### config.mk
export PLATFORM = sky130hd
export DESIGN_NAME = zeroriscy_sram_arb
export DESIGN_NICKNAME = d
export VERILOG_FILES = /design/src/rtl/zeroriscy_arb_pkg.sv /design/src/rtl/zeroriscy_owner_fifo.sv /design/src/rtl/zeroriscy_sram_arb.sv
export SDC_FILE = /design/constraint.sdc
export NUM_CORES = 1
export LEC_CHECK = 0
export BUFFER_PORTS_ARGS = -buffer_cell sky130_fd_sc_hd__buf_2
export CORE_AREA = 4 4 120 122
export DETAILED_ROUTE_END_ITERATION = 8
export DIE_AREA = 0 0 124 126
export GPL_TIMING_DRIVEN = 0
export PLACE_DENSITY = 0.43
export SYNTH_ARGS = -nofsm -noshare
export SYNTH_HDL_FRONTEND = slang
export SYNTH_SLANG_ARGS = --single-unit
### constraint.sdc
create_clock -name clk -period 2.6 [get_ports clk]
set_clock_uncertainty 0.05 [all_clocks]
set_input_delay 0.52 -clock clk [delete_from_list [all_inputs] [get_ports clk]]
set_output_delay 0.52 -clock clk [all_outputs]
set_load 0.01 [all_outputs]
### src/rtl/zeroriscy_arb_pkg.sv
// Shared definitions for the instruction-SRAM arbiter: the owner id that is
// carried through the outstanding-transaction FIFO and the depth limit.
package zeroriscy_arb_pkg;

    typedef logic owner_t;

    localparam owner_t OWNER_FETCH = 1'b0;
    localparam owner_t OWNER_DATA  = 1'b1;

    parameter int unsigned ARB_MAX_OUTSTANDING = 4;

endpackage

### src/rtl/zeroriscy_owner_fifo.sv
// Count-based FIFO with a combinational head, used to remember which master
// owns each issued-but-unanswered slave transaction.
module zeroriscy_owner_fifo
    import zeroriscy_arb_pkg::*;
#(
    parameter int unsigned DEPTH = ARB_MAX_OUTSTANDING,
    parameter int unsigned WIDTH = 1,
    localparam int unsigned CNT_W = $clog2(DEPTH + 1)
) (
    input  logic             clk,
    input  logic             rst,
    input  logic             push,
    input  logic             pop,
    input  logic [WIDTH-1:0] din,
    output logic [WIDTH-1:0] dout,
    output logic             empty,
    output logic             full,
    output logic [CNT_W-1:0] count
);

    localparam int unsigned PTR_W = (DEPTH > 1) ? $clog2(DEPTH) : 1;

    logic [WIDTH-1:0] mem_q [DEPTH];
    logic [WIDTH-1:0] mem_d [DEPTH];
    logic [PTR_W-1:0] rd_ptr_q, rd_ptr_d;
    logic [PTR_W-1:0] wr_ptr_q, wr_ptr_d;
    logic [CNT_W-1:0] count_q, count_d;
    logic             do_push, do_pop;

    function automatic logic [PTR_W-1:0] ptr_inc(input logic [PTR_W-1:0] p);
        return (p == PTR_W'(DEPTH - 1)) ? '0 : p + PTR_W'(1);
    endfunction

    // A push into a full FIFO is legal when the head leaves in the same cycle.
    always_comb begin
        empty    = (count_q == '0);
        full     = (count_q == CNT_W'(DEPTH));
        do_pop   = pop && !empty;
        do_push  = push && (!full || do_pop);
        mem_d    = mem_q;
        rd_ptr_d = rd_ptr_q;
        wr_ptr_d = wr_ptr_q;
        count_d  = count_q;
        if (do_push) begin
            mem_d[wr_ptr_q] = din;
            wr_ptr_d        = ptr_inc(wr_ptr_q);
        end
        if (do_pop) begin
            rd_ptr_d = ptr_inc(rd_ptr_q);
        end
        case ({do_push, do_pop})
            2'b10:   count_d = count_q + CNT_W'(1);
            2'b01:   count_d = count_q - CNT_W'(1);
            default: count_d = count_q;
        endcase
    end

    always_ff @(posedge clk or posedge rst) begin
        if (rst) begin
            for (int unsigned i = 0; i < DEPTH; i++) begin
                mem_q[i] <= '0;
            end
            rd_ptr_q <= '0;
            wr_ptr_q <= '0;
            count_q  <= '0;
        end else begin
            mem_q    <= mem_d;
            rd_ptr_q <= rd_ptr_d;
            wr_ptr_q <= wr_ptr_d;
            count_q  <= count_d;
        end
    end

    assign dout  = mem_q[rd_ptr_q];
    assign count = count_q;

endmodule

### src/rtl/zeroriscy_sram_arb.sv
// Shares one word-wide req/gnt/rvalid SRAM slave between instruction fetch
// (m0) and the data/loader port (m1); responses are routed by an owner FIFO.
module zeroriscy_sram_arb
    import zeroriscy_arb_pkg::*;
#(
    parameter int unsigned OUTSTANDING = 2,
    parameter bit          FIXED_PRIO  = 1'b0
) (
    input  logic        clk,
    input  logic        rst,
    input  logic        m0_req,
    input  logic        m0_we,
    input  logic [3:0]  m0_be,
    input  logic [31:0] m0_addr,
    input  logic [31:0] m0_wdata,
    output logic        m0_gnt,
    output logic        m0_rvalid,
    output logic [31:0] m0_rdata,
    output logic        m0_err,
    input  logic        m1_req,
    input  logic        m1_we,
    input  logic [3:0]  m1_be,
    input  logic [31:0] m1_addr,
    input  logic [31:0] m1_wdata,
    output logic        m1_gnt,
    output logic        m1_rvalid,
    output logic [31:0] m1_rdata,
    output logic        m1_err,
    output logic        s_req,
    output logic        s_we,
    output logic [3:0]  s_be,
    output logic [31:0] s_addr,
    output logic [31:0] s_wdata,
    input  logic        s_gnt,
    input  logic        s_rvalid,
    input  logic        s_err,
    input  logic [31:0] s_rdata,
    output logic        proto_err
);

    localparam int unsigned CNT_W = $clog2(OUTSTANDING + 1);

    logic             prio_q, prio_d;
    logic             proto_err_q, proto_err_d;
    owner_t           winner, head;
    logic             win_req, can_issue, accept, pop, spurious;
    logic             fifo_empty, fifo_full;
    logic [CNT_W-1:0] count;

    zeroriscy_owner_fifo #(
        .DEPTH (OUTSTANDING),
        .WIDTH (1)
    ) u_owner_fifo (
        .clk   (clk),
        .rst   (rst),
        .push  (accept),
        .pop   (pop),
        .din   (winner),
        .dout  (head),
        .empty (fifo_empty),
        .full  (fifo_full),
        .count (count)
    );

    always_comb begin
        if (m0_req && m1_req) begin
            winner = FIXED_PRIO ? OWNER_FETCH : owner_t'(prio_q);
        end else begin
            winner = m1_req ? OWNER_DATA : OWNER_FETCH;
        end
        win_req  = m0_req || m1_req;
        pop      = s_rvalid && !fifo_empty;
        spurious = s_rvalid && (count == '0);
        // A full FIFO can still take a new entry when its head retires now.
        can_issue = !fifo_full || pop;
        s_req     = win_req && can_issue;
        accept    = s_req && s_gnt;

        s_we    = m0_we;
        s_be    = m0_be;
        s_addr  = m0_addr;
        s_wdata = m0_wdata;
        if (s_req && (winner == OWNER_DATA)) begin
            s_we    = m1_we;
            s_be    = m1_be;
            s_addr  = m1_addr;
            s_wdata = m1_wdata;
        end

        m0_gnt    = accept && (winner == OWNER_FETCH);
        m1_gnt    = accept && (winner == OWNER_DATA);
        m0_rvalid = pop && (head == OWNER_FETCH);
        m1_rvalid = pop && (head == OWNER_DATA);
        m0_err    = m0_rvalid && s_err;
        m1_err    = m1_rvalid && s_err;
        m0_rdata  = s_rdata;
        m1_rdata  = s_rdata;

        prio_d = prio_q;
        if (!FIXED_PRIO && accept) begin
            prio_d = ~winner;
        end
        proto_err_d = proto_err_q || spurious;
        proto_err   = proto_err_q;
    end

    always_ff @(posedge clk or posedge rst) begin
        if (rst) begin
            prio_q      <= 1'b0;
            proto_err_q <= 1'b0;
        end else begin
            prio_q      <= prio_d;
            proto_err_q <= proto_err_d;
        end
    end

endmodule

== Yosys cells after proc, flatten, opt, wreduce, memory -nomap -nowiden ==
Cells that the tools add are included.

* $add $sub $neg: 4
* Order comparisons: 3
* Equality and inequality tests: 3
* Muxes and demuxes: 15
* Bitwise operators: 4
* Reduce and logical (&&, ||, !) cells: 23

{| class="wikitable"
|+ Operators with widths
! operator !! count
|-
| $mux W32 || 2
|-
| $logic_and A1 B1 Y1 || 15
|-
| $mux W1 || 9
|-
| $eq A2 B2 Y1 const B || 2
|-
| $ge A2 B2 Y1 const B || 2
|-
| $logic_or A1 B1 Y1 || 4
|-
| $mux W4 || 1
|-
| $not A1 Y2 || 2
|-
| $pmux W2 S2 || 1
|-
| $add A1 B1 Y1 const B || 2
|-
| $add A2 B1 Y2 const B || 1
|-
| $bwmux W2 || 1
|-
| $eq A2 B1 Y1 const B || 1
|-
| $logic_not A1 Y1 || 2
|-
| $logic_not A2 Y1 || 1
|-
| $lt A2 B1 Y1 const B || 1
|-
| $not A1 Y1 || 2
|-
| $reduce_bool A2 Y1 || 1
|-
| $sub A2 B1 Y2 const B || 1
|-
| $demux W1 S1 || 1
|}

* Bits in registers: 8
* Input bits: 177
* Word-level logic and storage cells: 59

== Depth between registers and ports, before layout ==
* Depth after elaboration: 9
* Mapped depth: 7
* Gate-level depth less buffers: 6

== Cells and area by module ==
A second synthesis with hierarchy kept.

* Cell total of the unflattened synthesis: 193
* Area, all modules: 1,826.8 sq um

{| class="wikitable"
|+ By module, submodules not included
! module !! instances !! cells each !! area each (sq um) !! sequential area each (sq um)
|-
| zeroriscy_sram_arb || 1 || 163 || 1,520.2 || 50.0
|-
| zeroriscy_owner_fifo || 1 || 30 || 306.5 || 150.1
|}

== Worst setup path before layout ==
OpenSTA, ideal clock, no wires.

* Kind: input port to output port
* Start point: input s_rvalid
* End point: output s_wdata[10]
* Arrival: 1,653 ps
* Data required time: 2,030 ps
* Path slack: 377 ps
* Cell stages on the path: 5
* Buffers on the path: 2
* Cells stage by stage: or3b_4 > o211ai_4 > buf_12 > buf_12 > mux2_4

* Cells in the longest elaborated chain, start to end: 5

{| class="wikitable"
|+ RTL lines
! element !! RTL line !! RTL
|-
| from (decl) || zeroriscy_sram_arb.sv:35 || <nowiki>input logic s_rvalid,</nowiki>
|-
| $logic_and A1 B1 Y1 || zeroriscy_sram_arb.sv:72 || <nowiki>pop = s_rvalid && !fifo_empty;</nowiki>
|-
| $logic_or A1 B1 Y1 || zeroriscy_sram_arb.sv:75 || <nowiki>can_issue = !fifo_full || pop;</nowiki>
|-
| $logic_and A1 B1 Y1 || zeroriscy_sram_arb.sv:76 || <nowiki>s_req = win_req && can_issue;</nowiki>
|-
| $logic_and A1 B1 Y1 || zeroriscy_sram_arb.sv:83 || <nowiki>if (s_req && (winner == OWNER_DATA)) begin</nowiki>
|-
| $mux W32 || zeroriscy_sram_arb.sv:83 ||
|-
| to (decl) || zeroriscy_sram_arb.sv:33 || <nowiki>output logic [31:0] s_wdata,</nowiki>
|}

No other way between the ends.

== Worst setup path in the final report ==
* Start point: register u_owner_fifo.count_q[0] (netlist: u_owner_fifo.count[0])
* End point: output s_wdata[31]

* Cells in the longest elaborated chain, start to end: 7
* Elaborated cells between the ends (all ways): 9

{| class="wikitable"
|+ RTL lines
! element !! RTL line !! RTL
|-
| from (decl) || zeroriscy_owner_fifo.sv:27 || <nowiki>logic [CNT_W-1:0] count_q, count_d;</nowiki>
|-
| from (signal assigned) || zeroriscy_owner_fifo.sv:70 || <nowiki>count_q <= count_d;</nowiki>
|-
| $logic_not A2 Y1 || zeroriscy_owner_fifo.sv:36 || <nowiki>empty = (count_q == '0);</nowiki>
|-
| $logic_not A1 Y1 || zeroriscy_sram_arb.sv:72 ||
|-
| $logic_and A1 B1 Y1 || zeroriscy_sram_arb.sv:72 ||
|-
| $logic_or A1 B1 Y1 * || zeroriscy_sram_arb.sv:75 ||
|-
| $logic_and A1 B1 Y1 * || zeroriscy_sram_arb.sv:76 ||
|-
| $logic_and A1 B1 Y1 * || zeroriscy_sram_arb.sv:83 ||
|-
| $mux W32 * || zeroriscy_sram_arb.sv:83 ||
|}

Every way passes the cells marked *; elsewhere a longest branch is shown, timed or not.

==> metrics.csv <==
metric,value,unit
run status,"complete, no violations",
TritonCTS clock tree,done,
worst slew margin relative to its limit,0.603,
detailed router's first-iteration violation count,32,
max layer used,met4,
portion of total power attributed to combinational logic,0.735,
class of the tightest hold or removal check,input port to asynchronous set/reset pin,
per-cell routed wire length,12.7,µm
count of input and output buffers,285,
Routed Wire Length,8310,µm
Clock Path Buffers,2,
Boundary Pins,318,
overflow left after global routing,0,
endpoint type of the worst setup path,primary output,
Detail Route Antenna Nets,0,
final setup vio count,0,
power per cell area,490,mW/mm²
Cell Int Power,0.00119,W
part of the Yosys area used for sequential elements,0.109,
synthesis-to-layout area growth,106,%
Yosys warnings,0,
detailed route wirelength on metal3,1190,µm
DRC,0,
cell taking the most area after synthesis,sky130_fd_sc_hd__mux2_2,
layout net count,657,
hpwl dp,7460,µm
# rows,42,
worst IR drop on VDD,0.301,mV
die area,0.0156,mm²
total global routing track utilization,0.0913,
number of antenna violations at the first check in global routing,0,
cts bufs inserted,3,
data required time of the worst path,2030,ps
sequential fraction of design power,0.124,
wire length of the first global-routing pass,11500,µm
post-layout util,0.287,
area of the core,0.0132,mm²
Pre-Repair DR Iteration Count,3,
final critical-path required period,2580,ps
"top library cells by usage in the layout, fill and taps aside","sky130_fd_sc_hd__buf_2, sky130_fd_sc_hd__buf_4, sky130_fd_sc_hd__mux2_2",
share of post-route cells with drive strength above 1,0.920,
Lkg Pwr,2.15,nW
cell count after placement,645,
clock root cell,sky130_fd_sc_hd__clkbuf_16,
max-cap viol count,0,
Worst Max-Slew Pin Slew,589,ps
routed vias,2388,
post-synthesis average cell area,10.0,µm²
total number of H-tree levels,1,
vertical die dimension,126,µm
effective utilization at floorplan,0.139,
worst-path maximum fanout,9,
synthesized cell area,0.00184,mm²
vias per inst,3.66,
maximum operating frequency,387,MHz
number of sinks handled by clock tree synthesis,8,
Final Instance Count excl. Fillers,653,
Clock power frac,0.141,
final clock period utilization by the worst path,0.994,
number of storage elements in the synthesis netlist,8,
distinct cell type count after synthesis,24,
critical path arrival,2010,ps
Net Sw Frac,0.361,
Synth Net Count,362,
top post-synthesis cells by area,"sky130_fd_sc_hd__mux2_2, sky130_fd_sc_hd__buf_4, sky130_fd_sc_hd__dfrtp_1",
total of hold buffers inserted after clock tree synthesis,0,
clock-pin slew on the worst setup and hold paths,40,ps
Critical Setup Path Class,flop to primary output,
detailed-routed wire length on met2,4300,µm
clock latency at the later pin of the worst-skew pair,230,ps
"most common cell after layout, fill and taps aside",sky130_fd_sc_hd__buf_2,
number of pins exceeding their max-slew limit in the final report,0,
RSZ-0062 raised after global routing,yes,
maximum number of pins on one net before global-route repair,11,
NetSw,0.000670,W
antenna diode count,0,
type of element launching the critical path,flop,
count of endpoints failing hold in the final timing report,0,
die width,124,µm
gate count after technology mapping,184,
Metal-1 WL,2650,µm
top-area cell type share of the netlist area,0.367,
number of global-route vias before repair,2378,
weighted congestion reported at the end of routability-driven placement,0.760,
==> power by group through the flow <==
stage | registers (W) | logic (W) | clock network, W
2_1_floorplan | 0.000226 | 0.000775 | 0
3_3_place_gp | 0.000238 | 0.00120 | 0
3_5_place_dp | 0.000239 | 0.00121 | 0
4_1_cts | 0.000233 | 0.00136 | 0.000262
5_1_grt | 0.000240 | 0.00148 | 0.000273
6_report | 0.000230 | 0.00137 | 0.000261
==> layer usage <==
layer	up-vias	track usage
met1	1036	0.0922
met2	187	0.183
li1	1155	-
met5	-	0
met4	0	0.0271
met3	10	0.0184
==> layout make-up <==
type | instances | area [µm²]
Fill cell | 1422 | 9400
Timing Repair Buffer | 290 | 1640
Multi-Input combinational cell | 100 | 1060
Buffer | 72 | 582
Tap cell | 176 | 220
Sequential cell | 8 | 201
Clock buffer | 3 | 75.1
Inverter | 4 | 15.0
==> synth_stat cells (all sizes together) <==
library cell	n
o31ai	2
and3	1
or3b	2
xnor2	4
nor3b	2
or2b	1
xor2	1
mux2	70
a21boi	1
nor2	7
nor2b	1
inv	4
ha	1
o21ai	3
a21o	1
dfrtp	8
buf	72
mux2i	2
o211ai	1
==> path summary, 6_finish.rpt <==
path,start,cells after the start,slack [ps],endpoint
setup / recovery,u_owner_fifo.count[0]$_DFFE_PP0P_,6,20,s_wdata[31]
max in group asynchronous,rst,2,2070,u_owner_fifo.count[0]$_DFFE_PP0P_
setup reg to reg,u_owner_fifo.count[0]$_DFFE_PP0P_,6,670,u_owner_fifo.count[1]$_DFFE_PP0P_
hold / removal,rst,2,180,proto_err$_DFF_PP0_
min in group clk,proto_err$_DFF_PP0_,1,400,proto_err$_DFF_PP0_
hold reg to reg,proto_err$_DFF_PP0_,1,400,proto_err$_DFF_PP0_
==> critical path, cell delays in order, from the launching register on <==
cell and delay, ps:
sky130_fd_sc_hd__dfrtp_2 400, sky130_fd_sc_hd__or3b_4 410, sky130_fd_sc_hd__o211ai_4 180, sky130_fd_sc_hd__buf_12 180, sky130_fd_sc_hd__buf_12 120, sky130_fd_sc_hd__mux2_2 340
sky130_fd_sc_hd__buf_6 130
==> cells by family after synthesis <==
family                   after synthesis  share of synthesized area
multiplexers                          72                      0.460
flip-flops                             8                      0.109
adder cells (fa/ha/maj)                1                    0.00680
AO/OA/AOI/OAI                          8                     0.0361
AND/OR/NAND/NOR                       14                     0.0442
XOR/XNOR                               5                     0.0238
buffers and inverters                 76                      0.320
==> stage by stage <==
stage	total power (W)	cell area, µm²	worst slack (ps)	setup TNS, ps	hold slack [ps]
after floorplan	0.00100	1840	377	0	286
after global placement	0.00144	3490	-35.6	-177	393
after detailed placement	0.00145	3490	-53.3	-358	393
after CTS	0.00185	3740	-12.7	-39.0	196
after global routing	0.00200	3790	-51.9	-1670	214
final	0.00186	3790	15.0	0	177
==> flip-flops by register name, indices dropped and copies added, names as in the netlist <==
name                   flops
u_owner_fifo.mem_q         2
u_owner_fifo.rd_ptr_q      1
proto_err                  1
u_owner_fifo.count         2
prio_q                     1
u_owner_fifo.wr_ptr_q      1
==> repair_timing <==
item	CTS	global route
buffers inserted	3	1
resized for setup	24	11
cloned	1	0
setup endpoints to repair	56	57
pin swaps	1	1
Note: power is estimated with default switching activity, not from simulation.
